==> config.mk <==
export PLATFORM = sky130hd
export DESIGN_NAME = multi_player_score_ctrl
export DESIGN_NICKNAME = d
export VERILOG_FILES = /design/src/rtl/score_pkg.sv /design/src/rtl/player_score_unit.sv /design/src/rtl/multi_player_score_ctrl.sv
export SDC_FILE = /design/constraint.sdc
export NUM_CORES = 1
export LEC_CHECK = 0
export CAP_MARGIN = 10
export CORE_ASPECT_RATIO = 0.7
export CORE_MARGIN = 2
export CORE_UTILIZATION = 64
export CTS_CLUSTER_SIZE = 40
export DETAILED_ROUTE_END_ITERATION = 10
export PLACE_DENSITY = 0.87
export SLEW_MARGIN = 20
export SYNTH_ARGS = -nofsm -noshare
export SYNTH_HDL_FRONTEND = slang
export SYNTH_SLANG_ARGS = --single-unit
export TNS_END_PERCENT = 100
==> constraint.sdc <==
create_clock -name clk -period 8 [get_ports clk]
set_input_delay 1.2 -clock clk [delete_from_list [all_inputs] [get_ports clk]]
set_output_delay 1.2 -clock clk [all_outputs]
set_load 0.01 [all_outputs]
==> src/rtl/score_pkg.sv <==
// Shared types, constants and score arithmetic helpers for the multi-player score controller.
package score_pkg;

  localparam int SCORE_MAX = 99;
  localparam logic signed [8:0] SCORE_MAX_S = 9'sd99;

  typedef logic [6:0] score_t;

  typedef enum logic {
    PLAYING = 1'b0,
    OVER    = 1'b1
  } game_state_t;

  // Points awarded by each score-buff type (3, 2, 4 for buffs 0..2).
  function automatic int buff_val(input int b);
    case (b)
      0:       return 3;
      1:       return 2;
      2:       return 4;
      default: return 0;
    endcase
  endfunction

  function automatic score_t clamp_score(input logic signed [8:0] v);
    if (v < 0)
      return '0;
    else if (v > SCORE_MAX_S)
      return score_t'(SCORE_MAX);
    else
      return v[6:0];
  endfunction

endpackage

==> src/rtl/player_score_unit.sv <==
// One player's event edge detection, hit/immunity timers, buff cooldown, score register and BCD split.
module player_score_unit
  import score_pkg::*;
#(
  parameter int N_BUFFS        = 3,
  parameter int START_SCORE    = 25,
  parameter int HIT_SCORE      = 4,
  parameter int BONUS_SCORE    = 10,
  parameter int HIT_COOLDOWN_S = 2,
  parameter int IMMUNITY_S     = 10
) (
  input  logic               clk,
  input  logic               resetN,
  input  logic               en_i,
  input  logic               one_sec_i,
  input  logic               hit_i,
  input  logic [N_BUFFS-1:0] buff_i,
  input  logic               shieldBuff_i,
  input  logic               bonus_i,
  output score_t             score_o,
  output logic               shield_o,
  output logic [3:0]         tens_o,
  output logic [3:0]         ones_o
);

  localparam int TMAX  = (HIT_COOLDOWN_S > IMMUNITY_S) ? HIT_COOLDOWN_S : IMMUNITY_S;
  localparam int CNT_W = (TMAX < 1) ? 1 : $clog2(TMAX + 1);
  localparam logic [CNT_W-1:0] HIT_LOAD = CNT_W'(HIT_COOLDOWN_S);
  localparam logic [CNT_W-1:0] IMM_LOAD = CNT_W'(IMMUNITY_S);
  localparam logic signed [8:0] HIT_D   = 9'(HIT_SCORE);
  localparam logic signed [8:0] BONUS_D = 9'(BONUS_SCORE);

  logic               hit_q, shb_q, bonus_q;
  logic [N_BUFFS-1:0] buff_q;
  logic [CNT_W-1:0]   hitCnt_q, hitCnt_d;
  logic [CNT_W-1:0]   immCnt_q, immCnt_d;
  logic               buffCd_q, buffCd_d;
  logic               shield_q, shield_d;
  score_t             score_q, score_d;

  logic               hit_acc, bonus_acc, imm_load;
  logic [N_BUFFS-1:0] buff_acc;
  logic signed [8:0]  delta;

  always_comb begin
    hit_acc   = en_i & hit_i & ~hit_q & ~shield_q;
    bonus_acc = en_i & bonus_i & ~bonus_q;
    imm_load  = en_i & shieldBuff_i & ~shb_q & (immCnt_q == '0);
    buff_acc  = (en_i && !buffCd_q) ? (buff_i & ~buff_q) : '0;

    // Every accepted event contributes; none masks another.
    delta = '0;
    if (hit_acc)
      delta = delta - HIT_D;
    for (int b = 0; b < N_BUFFS; b++)
      if (buff_acc[b])
        delta = delta + 9'(buff_val(b));
    if (bonus_acc)
      delta = delta + BONUS_D;

    score_d  = score_q;
    hitCnt_d = hitCnt_q;
    immCnt_d = immCnt_q;
    buffCd_d = buffCd_q;
    if (en_i) begin
      score_d = clamp_score($signed({2'b00, score_q}) + delta);
      if (hit_acc)
        hitCnt_d = HIT_LOAD;
      else if (one_sec_i && hitCnt_q != '0)
        hitCnt_d = hitCnt_q - 1'b1;
      if (imm_load)
        immCnt_d = IMM_LOAD;
      else if (one_sec_i && immCnt_q != '0)
        immCnt_d = immCnt_q - 1'b1;
      if (|buff_acc)
        buffCd_d = 1'b1;
      else if (one_sec_i)
        buffCd_d = 1'b0;
    end
    shield_d = (hitCnt_d != '0) | (immCnt_d != '0);
  end

  always_ff @(posedge clk or negedge resetN) begin
    if (!resetN) begin
      hit_q    <= 1'b0;
      shb_q    <= 1'b0;
      bonus_q  <= 1'b0;
      buff_q   <= '0;
      hitCnt_q <= '0;
      immCnt_q <= '0;
      buffCd_q <= 1'b0;
      shield_q <= 1'b0;
      score_q  <= score_t'(START_SCORE);
    end else begin
      hit_q    <= hit_i;
      shb_q    <= shieldBuff_i;
      bonus_q  <= bonus_i;
      buff_q   <= buff_i;
      hitCnt_q <= hitCnt_d;
      immCnt_q <= immCnt_d;
      buffCd_q <= buffCd_d;
      shield_q <= shield_d;
      score_q  <= score_d;
    end
  end

  assign score_o  = score_q;
  assign shield_o = shield_q;
  assign tens_o   = 4'(score_q / 7'd10);
  assign ones_o   = 4'(score_q % 7'd10);

endmodule

==> src/rtl/multi_player_score_ctrl.sv <==
// N-player score controller: per-player score units plus the win/lose game-state FSM.
module multi_player_score_ctrl
  import score_pkg::*;
#(
  parameter int N_PLAYERS      = 2,
  parameter int N_BUFFS        = 3,
  parameter int START_SCORE    = 25,
  parameter int WIN_SCORE      = 61,
  parameter int LOSE_SCORE     = 3,
  parameter int HIT_SCORE      = 4,
  parameter int BONUS_SCORE    = 10,
  parameter int HIT_COOLDOWN_S = 2,
  parameter int IMMUNITY_S     = 10
) (
  input  logic                         clk,
  input  logic                         resetN,
  input  logic                         countEn,
  input  logic                         one_sec,
  input  logic [N_PLAYERS-1:0]         hit,
  input  logic [N_PLAYERS*N_BUFFS-1:0] buffHit,
  input  logic [N_PLAYERS-1:0]         shieldBuff,
  input  logic [N_PLAYERS-1:0]         bonus,
  output logic [4*N_PLAYERS-1:0]       digitTens,
  output logic [4*N_PLAYERS-1:0]       digitOnes,
  output logic [N_PLAYERS-1:0]         win,
  output logic [N_PLAYERS-1:0]         lose,
  output logic [N_PLAYERS-1:0]         shield,
  output logic                         gameOver
);

  game_state_t            state_q, state_d;
  logic [N_PLAYERS-1:0]   win_q, win_d, lose_q, lose_d;
  logic [N_PLAYERS-1:0]   win_hit, lose_hit;
  score_t                 scores [N_PLAYERS];
  logic                   en;

  assign en = countEn & (state_q == PLAYING);

  for (genvar g = 0; g < N_PLAYERS; g++) begin : g_player
    player_score_unit #(
      .N_BUFFS       (N_BUFFS),
      .START_SCORE   (START_SCORE),
      .HIT_SCORE     (HIT_SCORE),
      .BONUS_SCORE   (BONUS_SCORE),
      .HIT_COOLDOWN_S(HIT_COOLDOWN_S),
      .IMMUNITY_S    (IMMUNITY_S)
    ) u_unit (
      .clk         (clk),
      .resetN      (resetN),
      .en_i        (en),
      .one_sec_i   (one_sec),
      .hit_i       (hit[g]),
      .buff_i      (buffHit[g*N_BUFFS +: N_BUFFS]),
      .shieldBuff_i(shieldBuff[g]),
      .bonus_i     (bonus[g]),
      .score_o     (scores[g]),
      .shield_o    (shield[g]),
      .tens_o      (digitTens[4*g +: 4]),
      .ones_o      (digitOnes[4*g +: 4])
    );

    assign win_hit[g]  = (scores[g] >= score_t'(WIN_SCORE));
    assign lose_hit[g] = (scores[g] <= score_t'(LOSE_SCORE));
  end

  // Win outranks lose when both are seen in the same cycle.
  always_comb begin
    state_d = state_q;
    win_d   = win_q;
    lose_d  = lose_q;
    case (state_q)
      PLAYING: begin
        if (|win_hit) begin
          win_d   = win_hit;
          state_d = OVER;
        end else if (|lose_hit) begin
          lose_d  = lose_hit;
          state_d = OVER;
        end
      end
      OVER:    state_d = OVER;
      default: state_d = PLAYING;
    endcase
  end

  always_ff @(posedge clk or negedge resetN) begin
    if (!resetN) begin
      state_q <= PLAYING;
      win_q   <= '0;
      lose_q  <= '0;
    end else begin
      state_q <= state_d;
      win_q   <= win_d;
      lose_q  <= lose_d;
    end
  end

  assign win      = win_q;
  assign lose     = lose_q;
  assign gameOver = (state_q == OVER);

endmodule

Yosys cells after proc, flatten, opt, wreduce, memory -nomap -nowiden
Cells that the tools add are included.
{ "op_classes": {"n_mux": 40, "magnitude_cmp": 8, "addsub": 14, "reduce_logical": 28, "bitwise": 33, "div": 4} }
{ "ops": {"columns": ["op", "n"], "rows": [
  ["two-way mux 9 bit", 16],
  ["adder 9 bit", 6],
  ["two-way mux 4 bit", 12],
  ["nonzero test 4 bit", 8],
  ["two-way mux 7 bit", 4],
  ["adder 8 x 9 -> 9 bit", 2],
  ["adder 9 x 5 -> 9 bit, second input constant", 2],
  ["> comparator 9 x 8 -> 1 bit, second input constant", 2],
  ["< comparator 9 x 1 -> 1 bit, second input constant", 2],
  ["AND 1 bit", 17],
  ["subtractor 4 x 1 -> 4 bit, second input constant", 4],
  ["divider 7 x 4 -> 7 bit, second input constant", 2],
  ["greater-or-equal comparator 7 x 6 -> 1 bit, second input constant", 2],
  ["<= comparator 7 x 2 -> 1 bit, second input constant", 2],
  ["modulo 7 x 4 -> 7 bit, second input constant", 2],
  ["inverter 1 bit", 10],
  ["logical NOT 4 bit", 2],
  ["AND 3 bit", 2],
  ["logical AND 1 bit", 6],
  ["two-way mux 3 bit", 2],
  ["inverter 3 bit", 2],
  ["AND reduction 2 bit", 3],
  ["OR reduction 3 bit", 2],
  ["two-way mux 1 bit", 5],
  ["6 further kinds", 10]
]} }
{ "totals": {"reg_bits": 51, "word_cells": 148} }

Depth between registers and ports, before layout
{ "depth": {"ltp_word": 18, "depth_mapped": 22, "mapped_depth_nobuf": 20} }

Modules after synthesis
A second synthesis with hierarchy kept.
{ "unflattened": {"hier_cells": 536, "hier_area_um2": 4652.0} }
{ "by_module_without_submodules": {"columns": ["module", "cells_each", "area_each_um2", "seq_area_each_um2", "instances"], "rows": [
  ["player_score_unit at g_player[1].u_unit", 268, 2302.2, 579.3, 1],
  ["player_score_unit at g_player[0].u_unit", 239, 2080.7, 579.3, 1],
  ["multi_player_score_ctrl", 29, 269.0, 125.1, 1]
]} }

Least setup slack after synthesis
OpenSTA, ideal clock, no wires.
{ "synth_timing": {"path_kind": "input -> register", "from": "input port hit[1]", "to": "register g_player[1].u_unit.score_q[2]", "setup_slack_ps": 2826, "path_stages": 17, "path_buffers": 1, "t_arrival_ps": 5053, "cell_sequence": "nor3b_1 > and2_1 > clkbuf_1 > ha_1 > or4_4 > o21a_1 > ha_1 > nand2b_1 > o21ai_0 > nand2_1 > xor2_1 > ha_1 > o21ai_0 > a21oi_1 > a211o_1 > o311a_1 > a32o_1"} }
{ "synth_between": {"elab_chain_len": 16} }
{ "synth_rtl": {"columns": ["element", "line", "source"], "rows": [
  ["from (decl)", "multi_player_score_ctrl.sv:19", "input logic [N_PLAYERS-1:0] hit,"],
  ["AND 1 bit * (3 in series)", "player_score_unit.sv:46", "hit_acc = en_i & hit_i & ~hit_q & ~shield_q;"],
  ["two-way mux 9 bit *", "player_score_unit.sv:53", "if (hit_acc)"],
  ["adder 9 bit", "player_score_unit.sv:57", "delta = delta + 9'(buff_val(b));"],
  ["two-way mux 9 bit *", "player_score_unit.sv:56", "if (buff_acc[b])"],
  ["adder 9 bit", "player_score_unit.sv:57", null],
  ["two-way mux 9 bit *", "player_score_unit.sv:56", null],
  ["adder 9 bit", "player_score_unit.sv:57", null],
  ["two-way mux 9 bit *", "player_score_unit.sv:56", null],
  ["adder 9 x 5 -> 9 bit", "player_score_unit.sv:59", "delta = delta + BONUS_D;"],
  ["two-way mux 9 bit *", "player_score_unit.sv:58", "if (bonus_acc)"],
  ["adder 8 x 9 -> 9 bit *", "player_score_unit.sv:66", "score_d = clamp_score($signed({2'b00, score_q}) + delta);"],
  ["> comparator 9 x 8 -> 1 bit", "score_pkg.sv:27", "else if (v > SCORE_MAX_S)"],
  ["two-way mux 7 bit", "score_pkg.sv:27", null],
  ["two-way mux 7 bit *", "score_pkg.sv:25", "if (v < 0)"],
  ["to (signal assigned)", "player_score_unit.sv:93", "score_q <= score_t'(START_SCORE);"],
  ["to (signal assigned)", "player_score_unit.sv:103", "score_q <= score_d;"],
  ["to (decl)", "player_score_unit.sv:39", "score_t score_q, score_d;"]
]} }
Every way passes the cells marked *; elsewhere a longest branch is shown, timed or not.
A chain may end at the register's enable or synchronous reset.

Worst setup path after layout
{ "layout_timing": {"from": "input port countEn", "to": "register g_player[1].u_unit.score_q[2]"} }
{ "layout_between": {"elab_chain_len": 17} }
{ "layout_rtl": {"columns": ["element", "line", "source"], "rows": [
  ["from (decl)", "multi_player_score_ctrl.sv:17", "input logic countEn,"],
  ["AND 1 bit *", "multi_player_score_ctrl.sv:37", "assign en = countEn & (state_q == PLAYING);"],
  ["AND 1 bit (3 in series)", "player_score_unit.sv:46", null],
  ["two-way mux 9 bit", "player_score_unit.sv:53", null],
  ["adder 9 bit", "player_score_unit.sv:57", null],
  ["two-way mux 9 bit", "player_score_unit.sv:56", null],
  ["adder 9 bit", "player_score_unit.sv:57", null],
  ["two-way mux 9 bit", "player_score_unit.sv:56", null],
  ["adder 9 bit", "player_score_unit.sv:57", null],
  ["two-way mux 9 bit", "player_score_unit.sv:56", null],
  ["adder 9 x 5 -> 9 bit", "player_score_unit.sv:59", null],
  ["two-way mux 9 bit", "player_score_unit.sv:58", null],
  ["adder 8 x 9 -> 9 bit", "player_score_unit.sv:66", null],
  ["> comparator 9 x 8 -> 1 bit", "score_pkg.sv:27", null],
  ["two-way mux 7 bit", "score_pkg.sv:27", null],
  ["two-way mux 7 bit", "score_pkg.sv:25", null]
]} }
Marked as above.

==> key figures <==
Floorplanning
  – Core Area: about 7000 sq um
  – Die Y: 74.6 microns
  – Num ports: 39
  – Die area: 7830 sq um
  – Standard-cell row count: 25
  – Starting Density: 66.9%
  – Die X: ~100 microns

Timing
  – Clk_skew: about 0.017 ns
  – Tmin final: ~6 ns
  – Fmax: between 150 and 200 MHz
  – Final setup TNS: 0 ns
  – Fin. max-slew vios: 0
  – Worst Hold Slack: 0.493 ns
  – Worst Setup Slack, final: 2.16 ns
  – Slew at the pin closest to its max-slew limit: ~0.66 ns
  – Final setup viols: 0
  – Slew HR: 55.9%
  – RSZ-0062 raised after global routing: no
  – Final Cycle Share: 73.0%
  – Hold Violations, Final: 0

Logic synthesis
  – Post-synthesis net count: 622
  – Synth Instances: 568
  – Seq cells post-synth: 51
  – Post-Synthesis Cell Area: between 4000 and 5000 sq um
  – Synth top area cells: dfrtp_1 25%, ha_1 9.9%, nand2_1 5.2%
  – Seq/Total Area, Yosys: 28.2%
  – Top FF cell, synth: dfrtp_1
  – Synthesis Warnings: 0
  – Synth area leader: dfrtp_1
  – Post-synth top area share: 24.7%
  – Synth cell count leaders: 63 x nand2_1, 57 x nor2_1, 45 x dfrtp_1
  – Yosys cell types: 63
  – Count leader, synth: nand2_1
  – Syn_area_per_cell: roughly 8 sq um
  – EDFF count, synth: 0
  – Synth async-reset ratio: 100%

Clocking
  – Clk sinks: 51
  – Num CTS Buffers: 5
  – CTS Root Cell: clkbuf_8
  – Clock latency on the worst-skew pair: approximately 0.32 ns
  – Post-cts resize count: 0
  – Hold buffers post-CTS: 0
  – Setup bufs post-CTS: 0
  – Max Buffers Root-to-Sink: 2
  – H-tree levels: 2
  – CTS clk-pin slew, worst paths: 0.08 ns
  – TritonCTS clock tree: yes

Final layout
  – Layout area overhead: 10.7%
  – Nets: 642
  – Register Area: 1280 sq um
  – Multi-input gate area: 3010 sq um
  – Filler Cell Count: 520
  – ANT cells: 0
  – Share of layout cells above drive strength 1: 4.92%

Detailed routing
  – DRT iter0 DRCs: 278
  – Via density: 6.17
  – Wire per inst: 15.5 microns
  – Vias: 4211
  – Routed WL: 10600 microns
  – DRT antenna net count: 0
  – Pre-antenna DRT Iters: 4
  – DRC: 0

Critical path
  – Setup crit start kind: primary input
  – Most common cell on crit path: ha_1
  – Worst Path Required: 8.24 ns
  – CP max-delay cell: clkdlybuf4s50_1
  – Worst-path cell chain: clkdlybuf4s50_1, nor3b_1, nand3b_1, ha_1, or4_4, a21o_1, and2_1, ha_1, nand2_1, nand2_1, ha_1, a211oi_1, nor3b_1, o21a_1, o21ai_0, nand2b_1, a21oi_1, xor2_1, o311a_1, a32o_1
  – Delay-heaviest family, CP: compound AO/OA/AOI/OAI gates
  – Element type at the critical path end: flip-flop
  – CP arrival: 6.08 ns
  – Critical path peak fanout: 5
  – CP peak stage delay: ~0.55 ns
  – CP bufs+invs: 1
  – Setup CP Type: primary input to flip-flop

Global route
  – Tot GR Track Use: 27.6%
  – Met2 usage: between 40% and 50%
  – Largest net degree at the start of global routing: 52
  – Most used routing layer: met2
  – GR Util met3: 3.90%
  – Initial antenna violation count: 0
  – Vias in the first global route: 3878
  – Gr ovfl total: 0
  – GR Util met1: 37.8%
  – First-pass GRT wire length: 17600 microns

Power and ir drop
  – Max VDD drop: 0.165 mV
  – Leakage: 2.12 nW
  – Power Total: between 0.001 and 0.0015 W
  – Power Density: 249 nW/um^2

Status
  – Status: finished, final reports clean

Hold path
  – Worst Hold Class: flip-flop to flip-flop

Run
  – Max Cap Violations: 0

Placement
  – Routability cong.: 0.919
  – Pre-CTS setup slack: 1.94 ns
  – Hpwl dp: slightly below 8000 microns
  – I/O Buffers: 38
## path summary, 6_finish.rpt
| kind | depth (start not counted) | endpoint | start | slack, ns |
|---|---|---|---|---|
| setup / recovery | 20 | g_player[1].u_unit.score_o[2] | countEn | 2.16 |
| hold / removal | 2 | lose[1] | lose[1] | 0.49 |
| setup reg to reg | 19 | g_player[1].u_unit.score_o[2] | gameOver | 3.06 |
| hold reg to reg | 2 | lose[1] | lose[1] | 0.49 |
| max in group asynchronous | 2 | g_player[1].u_unit.hit_q | resetN | 6.58 |
| min in group asynchronous | 2 | g_player[1].u_unit.shield_o | resetN | 0.97 |
## sequential cells by signal, summed over array words and instances (netlist names), 6 cells and up
| register | count |
|---|---|
| g_player.u_unit.score_o | 14 |
| g_player.u_unit.hitCnt_q | 8 |
| g_player.u_unit.immCnt_q | 8 |
| g_player.u_unit.buff_q | 6 |
## logic make-up (layout without fill, tap and decap cells)
| kind of cell | Yosys count | count (layout) | synth area share (%) |
|---|---|---|---|
| simple gates | 228 | 228 | 25.2 |
| compound gates | 141 | 141 | 20.5 |
| buf+inv | 62 | 83 | 5.87 |
| flops | 51 | 51 | 28.2 |
| xor+xnor | 43 | 43 | 8.42 |
| fa+ha+maj | 38 | 38 | 10.8 |
| mux | 5 | 5 | 1.10 |
## report_power, final
| group | internal [W] | leakage, nW | switching, W | total, W |
|---|---|---|---|---|
| clock network | 0.0000934 | 0.0514 | 0.0000882 | 0.000182 |
| registers | 0.000307 | 0.609 | 0.0000915 | 0.000398 |
| logic | 0.000336 | 1.46 | 0.000341 | 0.000677 |
| total | 0.000736 | 2.12 | 0.000521 | 0.00126 |
## layer usage
| layer | up-vias | wire [microns] | share of wire [%] |
|---|---|---|---|
| met5 | - | 0 | 0 |
| met1 | 2007 | 4960 | 47 |
| li1 | 2064 | - | - |
| met3 | 18 | 535 | 5.1 |
| met2 | 122 | 4900 | 46 |
| met4 | 0 | 203 | 1.9 |
## worst reg2reg max path: stages, from the launching register on
cell	delay, ns
dfrtp_1	0.52
nor3b_1	0.35
nand3b_1	0.23
ha_1	0.37
or4_4	0.54
a21o_1	0.18
and2_1	0.17
ha_1	0.27
nand2_1	0.06
nand2_1	0.05
ha_1	0.21
a211oi_1	0.32
nor3b_1	0.11
o21a_1	0.19
o21ai_0	0.23
nand2b_1	0.10
a21oi_1	0.17
xor2_1	0.28
o311a_1	0.34
a32o_1	0.21
## area by class of cell
| class | instances | share of cell area, % |
|---|---|---|
| inverters | 35 | 2.60 |
| flip-flops and latches | 51 | 25.4 |
| clock inverters | 2 | 0.744 |
| multi-input cells | 455 | 59.7 |
| well taps | 94 | 2.33 |
| clock buffers | 6 | 1.44 |
| repair buffers | 40 | 7.74 |
## stage by stage
| stage | instances | area (sq um) | utilization, % |
|---|---|---|---|
| after floorplan | 568 | 4560 | - |
| after global placement | 675 | 4930 | 72.3 |
| after detailed placement | 675 | 4930 | 72.3 |
| after CTS | 683 | 5040 | 73.9 |
| after global routing | 683 | 5050 | 74.0 |
| final | 683 | 5050 | 74.0 |
## cell usage in the layout, fill, tap and decap left out, drive strengths merged, types with 3 or more instances in the layout
cell type	count
clkdlybuf4s50	37
a211oi	10
o31ai	3
a21o	4
nand3	9
dfrtp	45
o211ai	5
nor2b	9
nor4	6
dfstp	6
inv	35
clkbuf	6
nand2	63
o21a	8
a31oi	7
nand4	3
a21oi	35
a311oi	5
nor3b	10
ha	36
or3	6
nand4b	4
a32oi	3
nor2	59
a22o	3
mux2i	5
nand2b	19
xor2	17
o21ai	32
xnor2	26
nand3b	5
buf	3
and2	9
a32o	4
o22ai	7
nor3	22
No activity file was read; power rests on OpenSTA's default activity.
